## src/rtl/readout_sched_pkg.sv

```systemverilog
// Shared definitions for the readout scheduler: FSM encoding, source indices
// and default sizing.
package readout_sched_pkg;

  typedef enum logic [1:0] {
    ST_IDLE   = 2'd0,
    ST_SELECT = 2'd1,
    ST_XFER   = 2'd2,
    ST_FINISH = 2'd3
  } state_t;

  localparam int SRC_ALCT  = 0;
  localparam int SRC_TMB   = 1;
  localparam int SRC_CFEB0 = 2;
  localparam int NCFEB     = 7;
  localparam int NSRC_DEF  = 9;
  localparam int SEL_W     = 4;

endpackage

```

## src/rtl/prio_enc.sv

```systemverilog
// Lowest-set-bit priority encoder: returns the index of the lowest pending
// source so readout always proceeds ALCT, TMB, CFEB0..6.
module prio_enc
  import readout_sched_pkg::*;
#(
  parameter int N = NSRC_DEF
) (
  input  logic [N-1:0]     i_req,
  output logic [SEL_W-1:0] o_idx,
  output logic             o_valid
);

  always_comb begin
    o_idx   = '0;
    o_valid = |i_req;
    // Scan downward so the lowest set bit is the last one written.
    for (int i = N - 1; i >= 0; i--) begin
      if (i_req[i]) o_idx = SEL_W'(i);
    end
  end

endmodule

```

## src/rtl/readout_sched.sv

```systemverilog
// Event readout scheduler: drains each expected source FIFO in fixed priority
// order, abandoning a source that stalls for TMO_LIMIT unheld cycles.
module readout_sched
  import readout_sched_pkg::*;
#(
  parameter int NSRC      = NSRC_DEF,
  parameter int TMO_LIMIT = 1023,
  parameter int TMO_W     = 10
) (
  input  logic             i_clk,
  input  logic             i_rst_b,
  input  logic             i_start,
  input  logic             i_alct_flg,
  input  logic             i_tmb_flg,
  input  logic [NCFEB-1:0] i_cfeb_act,
  input  logic [NSRC-1:0]  i_src_mt,
  input  logic [NSRC-1:0]  i_src_last,
  input  logic             i_hold,
  output logic [NSRC-1:0]  o_rd_en,
  output logic [SEL_W-1:0] o_src_sel,
  output logic             o_data_ce,
  output logic             o_busy,
  output logic             o_done,
  output logic [NSRC-1:0]  o_tmo_err
);

  localparam logic [TMO_W-1:0] LIMIT = TMO_W'(TMO_LIMIT);

  state_t            r_state, w_state_next;
  logic [NSRC-1:0]   r_pend, w_pend_next;
  logic [TMO_W-1:0]  r_timer, w_timer_next;
  logic [SEL_W-1:0]  r_src_sel, w_sel_next;
  logic [NSRC-1:0]   r_tmo_err, w_tmo_next;
  logic              r_busy, w_busy_next;
  logic              r_done, w_done_next;
  logic              r_data_ce;
  logic [NSRC-1:0]   w_rd_en;
  logic [NSRC-1:0]   w_flags;
  logic [SEL_W-1:0]  w_enc_idx;
  logic              w_enc_valid;
  logic              w_pop;
  logic              w_head_last;

  prio_enc #(.N(NSRC)) u_prio_enc (
    .i_req   (r_pend),
    .o_idx   (w_enc_idx),
    .o_valid (w_enc_valid)
  );

  always_comb begin
    w_flags                      = '0;
    w_flags[SRC_ALCT]            = i_alct_flg;
    w_flags[SRC_TMB]             = i_tmb_flg;
    w_flags[SRC_CFEB0 +: NCFEB]  = i_cfeb_act;
  end

  assign w_pop       = (r_state == ST_XFER) && !i_src_mt[r_src_sel] && !i_hold;
  assign w_head_last = i_src_last[r_src_sel];

  always_comb begin
    w_state_next = r_state;
    w_pend_next  = r_pend;
    w_timer_next = r_timer;
    w_sel_next   = r_src_sel;
    w_tmo_next   = r_tmo_err;
    w_busy_next  = r_busy;
    w_done_next  = 1'b0;
    w_rd_en      = '0;

    case (r_state)
      ST_IDLE: begin
        if (i_start) begin
          w_pend_next  = w_flags;
          w_tmo_next   = '0;
          w_busy_next  = 1'b1;
          w_state_next = ST_SELECT;
        end
      end

      ST_SELECT: begin
        if (w_enc_valid) begin
          w_sel_next   = w_enc_idx;
          w_timer_next = '0;
          w_state_next = ST_XFER;
        end else begin
          w_done_next  = 1'b1;
          w_state_next = ST_FINISH;
        end
      end

      ST_XFER: begin
        // A pop always beats the timeout, including a last-word pop at the limit.
        if (w_pop) begin
          w_rd_en[r_src_sel] = 1'b1;
          w_timer_next       = '0;
          if (w_head_last) begin
            w_pend_next[r_src_sel] = 1'b0;
            w_state_next           = ST_SELECT;
          end
        end else if (r_timer == LIMIT) begin
          w_tmo_next[r_src_sel]  = 1'b1;
          w_pend_next[r_src_sel] = 1'b0;
          w_state_next           = ST_SELECT;
        end else if (!i_hold) begin
          w_timer_next = r_timer + 1'b1;
        end
      end

      ST_FINISH: begin
        w_busy_next  = 1'b0;
        w_state_next = ST_IDLE;
      end

      default: w_state_next = ST_IDLE;
    endcase
  end

  always_ff @(posedge i_clk or negedge i_rst_b) begin
    if (!i_rst_b) begin
      r_state   <= ST_IDLE;
      r_pend    <= '0;
      r_timer   <= '0;
      r_src_sel <= '0;
      r_tmo_err <= '0;
      r_busy    <= 1'b0;
      r_done    <= 1'b0;
      r_data_ce <= 1'b0;
    end else begin
      r_state   <= w_state_next;
      r_pend    <= w_pend_next;
      r_timer   <= w_timer_next;
      r_src_sel <= w_sel_next;
      r_tmo_err <= w_tmo_next;
      r_busy    <= w_busy_next;
      r_done    <= w_done_next;
      r_data_ce <= |w_rd_en;
    end
  end

  assign o_rd_en   = w_rd_en;
  assign o_src_sel = r_src_sel;
  assign o_data_ce = r_data_ce;
  assign o_busy    = r_busy;
  assign o_done    = r_done;
  assign o_tmo_err = r_tmo_err;

endmodule

```

## config.mk

```make
export PLATFORM = sky130hd
export DESIGN_NAME = readout_sched
export DESIGN_NICKNAME = d
export VERILOG_FILES = /design/src/rtl/readout_sched_pkg.sv /design/src/rtl/prio_enc.sv /design/src/rtl/readout_sched.sv
export SDC_FILE = /design/constraint.sdc
export NUM_CORES = 1
export LEC_CHECK = 0
export ABC_CLOCK_PERIOD_IN_PS = 4140
export BUFFER_PORTS_ARGS = -buffer_cell sky130_fd_sc_hd__buf_2
export CAP_MARGIN = 20
export CORE_ASPECT_RATIO = 0.8
export CORE_UTILIZATION = 55
export DETAILED_ROUTE_END_ITERATION = 16
export GPL_ROUTABILITY_DRIVEN = 0
export PLACE_DENSITY = 0.82
export SLEW_MARGIN = 10
export SYNTH_ARGS = -nofsm -noshare
export SYNTH_HDL_FRONTEND = slang
export SYNTH_HIERARCHICAL = 1
export SYNTH_SLANG_ARGS = --single-unit
```

## constraint.sdc

```tcl
create_clock -name i_clk -period 4.14 [get_ports i_clk]
set_clock_uncertainty 0.1 [all_clocks]
set_input_delay 0.414 -clock i_clk [delete_from_list [all_inputs] [get_ports i_clk]]
set_output_delay 0.414 -clock i_clk [all_outputs]
set_load 0.005 [all_outputs]
```

=== Yosys cells after proc, flatten, opt, wreduce, memory -nomap -nowiden ===
Index checks and enable logic that the tools add are counted.

* Logic and storage cells: 84
* Input bits: 31
* Output and inout port bits: 25
* Flip-flop bits (word level): 37

* Bitwise logic cells: 3
* Reductions and logical operators: 17
* Equal/unequal tests: 12
* $lt $le $gt $ge: 2
* Multiplexer cells: 41
* $add $sub $neg: 1

{| class="wikitable"
|+ Operator list
! cell !! count
|-
| 9-bit 2-to-1 mux || 9
|-
| 10-bit 2-to-1 mux || 4
|-
| 4-bit 2-to-1 mux || 9
|-
| 9-bit case mux with 2 select lines || 2
|-
| 10-bit case mux with 2 select lines || 1
|-
| 9-bit OR reduction || 2
|-
| 4-bit AND reduction || 3
|-
| 10-bit by 1-bit adder with 10-bit output (second input constant) || 1
|-
| 10-bit equality test (second input constant) || 1
|-
| 9-bit AND || 1
|-
| 3-bit inequality test (second input constant) || 3
|-
| 9-bit inverter || 1
|-
| 9-bit bitwise OR || 1
|-
| 1-bit binary-select mux with 4-bit select || 2
|-
| 2-bit 2-to-1 mux || 4
|-
| 2-bit case mux with 4 select lines || 1
|-
| 1-bit 2-to-1 mux || 7
|-
| 2-bit nonzero test || 3
|-
| 4-bit by 5-bit less-than comparator with 1-bit output (second input constant) || 1
|-
| 1-bit demux with 4-bit select || 1
|-
| 2-bit equality test (second input constant) || 2
|-
| 4-bit by 1-bit >= comparator with 1-bit output (second input constant) || 1
|-
| 2-bit by 1-bit inequality test with 1-bit output (second input constant) || 2
|-
| 2-bit inequality test (second input constant) || 2
|-
| 8 further kinds || 12
|}

=== Longest topological paths before layout ===
Gate-level depths: netlist of the first run.

* Word-level depth: 9
* Depth in mapped cells: 7
* Depth with buffers taken out: 6

=== Hierarchy ===
The synthesis of the first run kept the hierarchy.

{| class="wikitable"
|+ Modules (own cells, without submodules)
! module !! cells an instance !! sequential area each (sq um) !! times used !! area an instance (sq um)
|-
| readout_sched || 219 || 925.9 || 1 || 2117.0
|-
| prio_enc || 14 || 0.0 || 1 || 96.3
|}

=== Least setup slack after synthesis of the first run ===
OpenSTA, ideal clock, no wires.

* Kind: register to output
* From: reg r_src_sel[1], in the netlist o_src_sel[1]
* To: out o_rd_en[1]
* Cell stages (with the launch flop): 7
* Buffers on the path: 2
* Arrival time: 1761 ps
* Data required time: 3626 ps
* Setup slack: 1865 ps
* Cells stage by stage: dfrtp_1 > buf_6 > mux2_4 > a311oi_4 > nand3_1 > clkbuf_1 > nor3_1

* Word-level cells in the longest chain between the ends: 7
* Elaborated cells on any way between the ends: 12
* Classes of those cells: order compare (2); mux (6); reduce/logical (4)

{| class="wikitable"
|+ RTL lines
! element !! line !! text
|-
| start: declaration || readout_sched.sv:32 || <nowiki>logic [SEL_W-1:0] r_src_sel, w_sel_next;</nowiki>
|-
| start signal: assignment || readout_sched.sv:132 || <nowiki>r_src_sel <= w_sel_next;</nowiki>
|-
| branches (longest 5 deep; another with 4-bit by 5-bit less-than comparator with 1-bit output) || - ||
|-
| 9-bit 2-to-1 mux (*) || readout_sched.sv:93 || <nowiki>if (w_pop) begin</nowiki>
|-
| 9-bit 2-to-1 mux (*) || readout_sched.sv:70 || <nowiki>case (r_state)</nowiki>
|-
| end: declaration || readout_sched.sv:19 || <nowiki>output logic [NSRC-1:0] o_rd_en,</nowiki>
|}

Mark *: on every way between the ends. The select of a mux whose other input is x is not followed.

=== Worst setup path after layout of the first run ===
* From: reg r_src_sel[1], in the netlist o_src_sel[1]
* To: out o_rd_en[8]

The elaborated chain is that of the path after synthesis.

==> results of run 1 <==
## worst reg2reg max path: cells and delay by family, from the launching register on
kind | cells | cell delay, ns
compound gates | 2 | 0.49
buf+inv | 1 | 0.30
flops | 1 | 0.71
mux | 1 | 0.41
simple gates | 2 | 0.55
## Yosys cell counts, drive strengths merged (5+ instances only)
| cell type | instances |
|---|---|
| a221o | 9 |
| clkbuf | 9 |
| nor2 | 28 |
| buf | 5 |
| mux2 | 8 |
| nand3 | 8 |
| and3 | 9 |
| and2 | 22 |
| nand4 | 5 |
| o21ai | 17 |
| o211ai | 8 |
| a31oi | 13 |
| dfrtp | 37 |
| nand2 | 9 |
## final timing paths
kind                               startpoint           end  slack, ns
worst max-delay path             o_src_sel[1]    o_rd_en[8]       1.05
worst min-delay path                  i_rst_b    r_timer[8]       0.12
worst max register to register   o_src_sel[1]    r_timer[8]       1.46
worst min register to register   o_tmo_err[5]  o_tmo_err[5]       0.39
max in group asynchronous             i_rst_b        o_busy       3.30
min in group i_clk              i_cfeb_act[4]     r_pend[6]       0.26
## state kept, by name, indices dropped and copies added (netlist names)
| signal | flops |
|---|---|
| o_done | 1 |
| o_src_sel | 4 |
| r_state | 2 |
| o_data_ce | 1 |
| o_busy | 1 |
| o_tmo_err | 9 |
| r_pend | 9 |
| r_timer | 10 |
## logic make-up (layout without fill, tap and decap cells)
| group | after synthesis | count (layout) | synth area share [%] |
|---|---|---|---|
| AO/OA/AOI/OAI | 65 | 65 | 21.9 |
| AND/OR/NAND/NOR | 101 | 101 | 25.2 |
| adder cells (fa/ha/maj) | 1 | 1 | 0.565 |
| buffers and inverters | 18 | 68 | 3.84 |
| XOR/XNOR | 1 | 1 | 0.396 |
| multiplexers | 10 | 10 | 6.27 |
| flip-flops | 37 | 37 | 41.8 |
## power groups by stage
stage	clock network [uW]	registers [uW]	logic (uW)
global route	272	609	665
floorplan	0	521	510
CTS	256	587	591
finish	252	590	597
global placement	0	588	577
detailed placement	0	593	589
## through the flow
stage / util, % / setup WS [ns] / total power, uW / hold slack, ns / std cells
after CTS: 67.6 / 1.07 / 1430 / 0.147 / 338
final: 67.6 / 1.05 / 1440 / 0.120 / 338
after global placement: 65.4 / 1.53 / 1160 / 0.373 / 331
after global routing: 67.6 / 0.878 / 1550 / 0.191 / 338
after detailed placement: 65.4 / 1.40 / 1180 / 0.378 / 331
after floorplan: - / 1.87 / 1030 / 0.0184 / 233
## layer usage
layer / vias to the layer above / share of wire, %
met5: - / 0
met4: 0 / 1.0
met3: 7 / 6.3
met2: 80 / 44
met1: 983 / 49
li1: 969 / -
## final cells by class
class | instances | area, um^2 | share of cell area (%)
clock buffer | 7 | 86.3 | 3.33
tap | 55 | 68.8 | 2.66
timing repair buffer | 57 | 290 | 11.2
inverter | 4 | 15.0 | 0.580
multi-input combinational | 178 | 1200 | 46.4
sequential | 37 | 926 | 35.8
==> results.py, run 1 <==
metrics = {
    "critical_path": {
        "cp.depth": 6,
        "path_buf_inv": 2,
        "cp_top_family": "flip-flops",
        "crit_chain": "mux2_2, a22oi_1, nand3_1, buf_4, nor2_1, buf_2",
        "crit_path_start_kind": "flop",
        "worstPathRequired_ns": 3.63,
        "critPathCaptureType": "primary output",
        "cpPeakStageDelay_ns": 0.71,
        "crit_type": "flop to primary output",
        "cp_max_fo": 18,
        "crit_path_top_delay_cell": "dfrtp_1",
        "rr_worst_depth": 6,
        "cp.arrival_ns": 2.58,
    },
    "pwr": {
        "power.leakage_uw": 0.00122,
        "switching_share_pct": 40.8,
        "powerDensity_mw_per_mm2": 555,
        "p_int_uw": 851,
        "p_clk_share_pct": 17.5,
        "peakVddDrop_mv": 0.309,
        "combPwrFrac_pct": 41.5,
        "seq_power_share_pct": 41.0,
        "switching_power_uw": 587,
    },
    "yosys": {
        "syn_area_per_cell_um2": 9.50,
        "synth_area_leader_cell": "dfrtp_1",
        "seq_area_frac_synth_pct": 41.8,
        "synth_top_cells_by_area": "dfrtp_1 42%, and2_1 6.2%, nor2_1 4.7%",
        "ys_ff_latch": 37,
        "synth.distinct_cells": 48,
        "syn_area_mm2": 0.00221,
        "synthArstFlopShare_pct": 100,
        "yosysWarnings": 6,
        "syn-num-nets": 265,
        "synth_top_area_share_pct": 41.8,
        "synth-edff-count": 0,
        "synth_cells": 233,
        "ys.flop_type": "dfrtp_1",
    },
    "clocking": {
        "clk_path_buf_depth": 2,
        "cts-resized-gates": 0,
        "ctsHoldBuffers": 0,
        "clk_latency_ns": 0.29,
        "root_buffer": "clkbuf_8",
        "cts.sink_count": 37,
        "cts_buffers": 5,
        "cts.clk_slew.worst_paths_ns": 0.07,
        "post_cts_buffers": 0,
        "ctsHtreeMaxLevel": 2,
        "cts_tree": "done",
    },
    "global_routing": {
        "grt_use_met3_pct": 5.48,
        "grt_first_pass_wirelength_um": 8910,
        "met1_usage_pct": 41.4,
        "grt_max_degree": 38,
        "grt_overflow": 0,
        "met2_usage_pct": 40.6,
        "track_usage_pct": 27.6,
        "antenna_found_initial": 0,
        "grt-busiest-layer": "met1",
        "first_global_vias": 1816,
    },
    "timing": {
        "tns_ns": 0,
        "fmax_ghz": 0.323,
        "finalHoldViolCount": 0,
        "slew_violations": 0,
        "tightest_slew_ns": 0.980,
        "fin_crit_ns": 3.09,
        "rsz0062_at_grt": "false",
        "max_slew_margin_pct": 34.3,
        "finalCritPeriodShare_pct": 74.7,
        "setup_viol_count_final": 0,
    },
    "final_layout": {
        "num-fill-cells": 298,
        "stdcell_area_mm2": 0.00259,
        "drive_gt1_share_pct": 29.3,
        "n_antenna_cell": 0,
        "nets": 315,
        "final_common_cell": "buf_2",
        "syn2layout_area_growth_pct": 17.0,
        "final_cell_mix": "55 x buf_2, 37 x dfrtp_1, 28 x nor2_1",
    },
    "drt": {
        "dr_total_vias": 2039,
        "ant_nets": 0,
        "drt_iter0_markers": 138,
        "wl_um": 5360,
        "drc": 0,
        "avgRoutedWirePerCell_um": 15.9,
        "first_pass_iters": 4,
        "vias_per_cell": 6.03,
    },
    "die": {
        "core-area_mm2": 0.00383,
        "die_width_um": 72.9,
        "start_util_pct": 57.8,
        "dieArea_mm2": 0.00428,
        "io_pins": 56,
        "rows": 20,
        "die_y_um": 58.7,
    },
    "run": {
        "cap_violations": 0,
    },
    "place": {
        "dp_hpwl_um": 3890,
        "dpl-instance-area_mm2": 0.00250,
        "io_buffers": 55,
    },
    "run_status": {
        "run_status": "complete, no violations",
    },
    "hold_path": {
        "min_path_type": "input port to asynchronous set/reset pin",
    },
}
Power figures use the tool's default switching activity.
==> inputs of run 2 (changes only) <==
Settings changed: ABC_CLOCK_PERIOD_IN_PS 4140 to 2950, CORE_UTILIZATION 55 to 53, PLACE_DENSITY 0.82 to 0.8.
Clock period 4.14 ns to 2.95 ns, I/O delays scaled along.
==> run 2 against run 1 <==
Compared with the run above: design area up 1.3%; hold slack worse by 0.12 ns; combinational power up 52%; clock-buffer cell count down 1; via count about the same; final cell count up 1.2%; largest cell class unchanged; sequential share of layout area down 0.46 points; register-to-register slack worse by 1.0 ns; sequential power up 35%.
==> results.py, run 2 (synthesis gave the netlist of run 1 again) <==
metrics = {
    "final_layout": {
        "drive_gt1_share_pct": 30.7,
        "syn2layout_area_growth_pct": 18.5,
        "nets": 319,
        "largest_register": "r_timer",
        "n_antenna_cell": 0,
        "final_cell_mix": "55 x buf_2, 37 x dfrtp_1, 28 x nor2_1",
        "final_common_cell": "buf_2",
        "post_layout_nonfiller_instances": 342,
        "largest_reg_flops": 10,
    },
    "pwr": {
        "power.leakage_uw": 0.00124,
        "switching_power_uw": 844,
        "peakVddDrop_mv": 0.537,
        "p_clk_share_pct": 17.3,
        "powerDensity_mw_per_mm2": 787,
        "p_int_uw": 1220,
        "seq_power_share_pct": 38.7,
        "switching_share_pct": 40.9,
        "total_power_uw": 2060,
        "combPwrFrac_pct": 44.0,
    },
    "hold_path": {
        "min_path_type": "input port to asynchronous set/reset pin",
    },
    "place": {
        "placed_cells_incl_taps": 335,
        "dp_hpwl_um": 3910,
        "io_buffers": 55,
    },
    "critical_path": {
        "cp_top_family": "simple AND/OR/NAND/NOR gates",
        "cp_max_fo": 11,
        "rr_worst_depth": 5,
        "worstPathRequired_ns": 2.56,
        "crit_path_start_kind": "flop",
        "path_buf_inv": 1,
        "crit_chain": "mux2_2, a22oi_1, nand3_1, nor3_1, buf_2",
        "r2r_end": "r_pend[1]",
        "crit_type": "flop to primary output",
        "cpPeakStageDelay_ns": 0.60,
        "critPathCaptureType": "primary output",
        "reg2reg_slack_ns": 0.42,
        "crit_path_top_delay_cell": "dfrtp_1",
        "r2r_start": "o_src_sel[1]",
        "cp.arrival_ns": 2.38,
        "crit_start": "o_src_sel[1]",
    },
    "die": {
        "dieArea_mm2": 0.00444,
        "io_pins": 56,
        "die_width_um": 74.3,
        "die_y_um": 59.8,
        "rows": 20,
        "core-area_mm2": 0.00390,
        "start_util_pct": 56.7,
    },
    "global_routing": {
        "grt_max_degree": 38,
        "met1_usage_pct": 39.2,
        "grt_first_pass_wirelength_um": 8540,
        "track_usage_pct": 25.8,
        "grt_use_met3_pct": 5.40,
        "met2_usage_pct": 37.9,
        "antenna_found_initial": 0,
        "first_global_vias": 1794,
        "grt_overflow": 0,
        "grt-busiest-layer": "met1",
    },
    "drt": {
        "avgRoutedWirePerCell_um": 15.5,
        "ant_nets": 0,
        "first_pass_iters": 5,
        "drt_iter0_markers": 154,
        "dr_total_vias": 2037,
        "wl_um": 5300,
        "drc": 0,
        "vias_per_cell": 5.96,
    },
    "clocking": {
        "cts.clk_slew.worst_paths_ns": 0.07,
        "cts_buffers": 5,
        "ctsHtreeMaxLevel": 2,
        "clk_latency_ns": 0.28,
        "root_buffer": "clkbuf_8",
        "post_cts_buffers": 0,
        "cts.sink_count": 37,
        "ctsHoldBuffers": 0,
        "cts_tree": "done",
        "clk_path_buf_depth": 2,
        "cts-resized-gates": 0,
    },
    "run": {
        "cap_violations": 0,
    },
    "timing": {
        "tns_ns": 0,
        "fin_hold_ws_ns": 0.00198,
        "slew_violations": 0,
        "rsz0062_at_grt": "false",
        "fmax_ghz": 0.360,
        "finalCritPeriodShare_pct": 94.1,
        "setup_viol_count_final": 0,
        "tightest_slew_ns": 0.823,
        "max_slew_margin_pct": 45.1,
        "fin_crit_ns": 2.78,
        "finalHoldViolCount": 0,
    },
    "run_status": {
        "run_status": "complete, no violations",
    },
}
==> run 2: layer usage <==
| metal | wire [um] | part of all wire, % |
|---|---|---|
| met1 | 2650 | 50 |
| met5 | 0 | 0 |
| met2 | 2280 | 43 |
| met4 | 25 | 0.47 |
| met3 | 347 | 6.5 |
==> run 2: how the worst max path moves through the flow <==
stage / endpoint / cells after the start
final: o_rd_en[1] / 5
after global placement: r_pend[5] / 5
after CTS: o_rd_en[1] / 5
after floorplan: o_rd_en[1] / 6
after detailed placement: r_pend[1] / 5
after global routing: o_rd_en[1] / 5
==> run 2: area by class of cell <==
cell class	instances	area, um^2
inverter	4	15.0
multi-input combinational	178	1200
sequential	37	926
fill	327	1280
tap	55	68.8
clock buffer	6	82.6
clock inverter	1	7.51
timing repair buffer	61	320
==> run 2: worst reg2reg max path, delay by kind of cell, from the launching register on <==
kind / cells / cell delay [ns]
muxes: 1 / 0.40
and+or+nand+nor: 1 / 0.34
AOI/OAI and AO/OA: 3 / 1.04
DFF: 1 / 0.60
==> run 2: through the flow <==
step,worst slack (ns),area [um^2],util [%]
floorplan,0.794,2210,-
finish,0.173,2620,67.2
CTS,0.235,2620,67.2
global placement,0.581,2530,64.9
global route,0.0101,2620,67.2
detailed placement,0.479,2530,64.9
==> run 2: power groups by stage <==
stage	clock network, uW	registers (uW)	logic [uW]
after floorplan	0	731	716
after global placement	0	798	877
after detailed placement	0	802	896
after CTS	365	793	902
after global routing	383	819	999
final	357	797	908
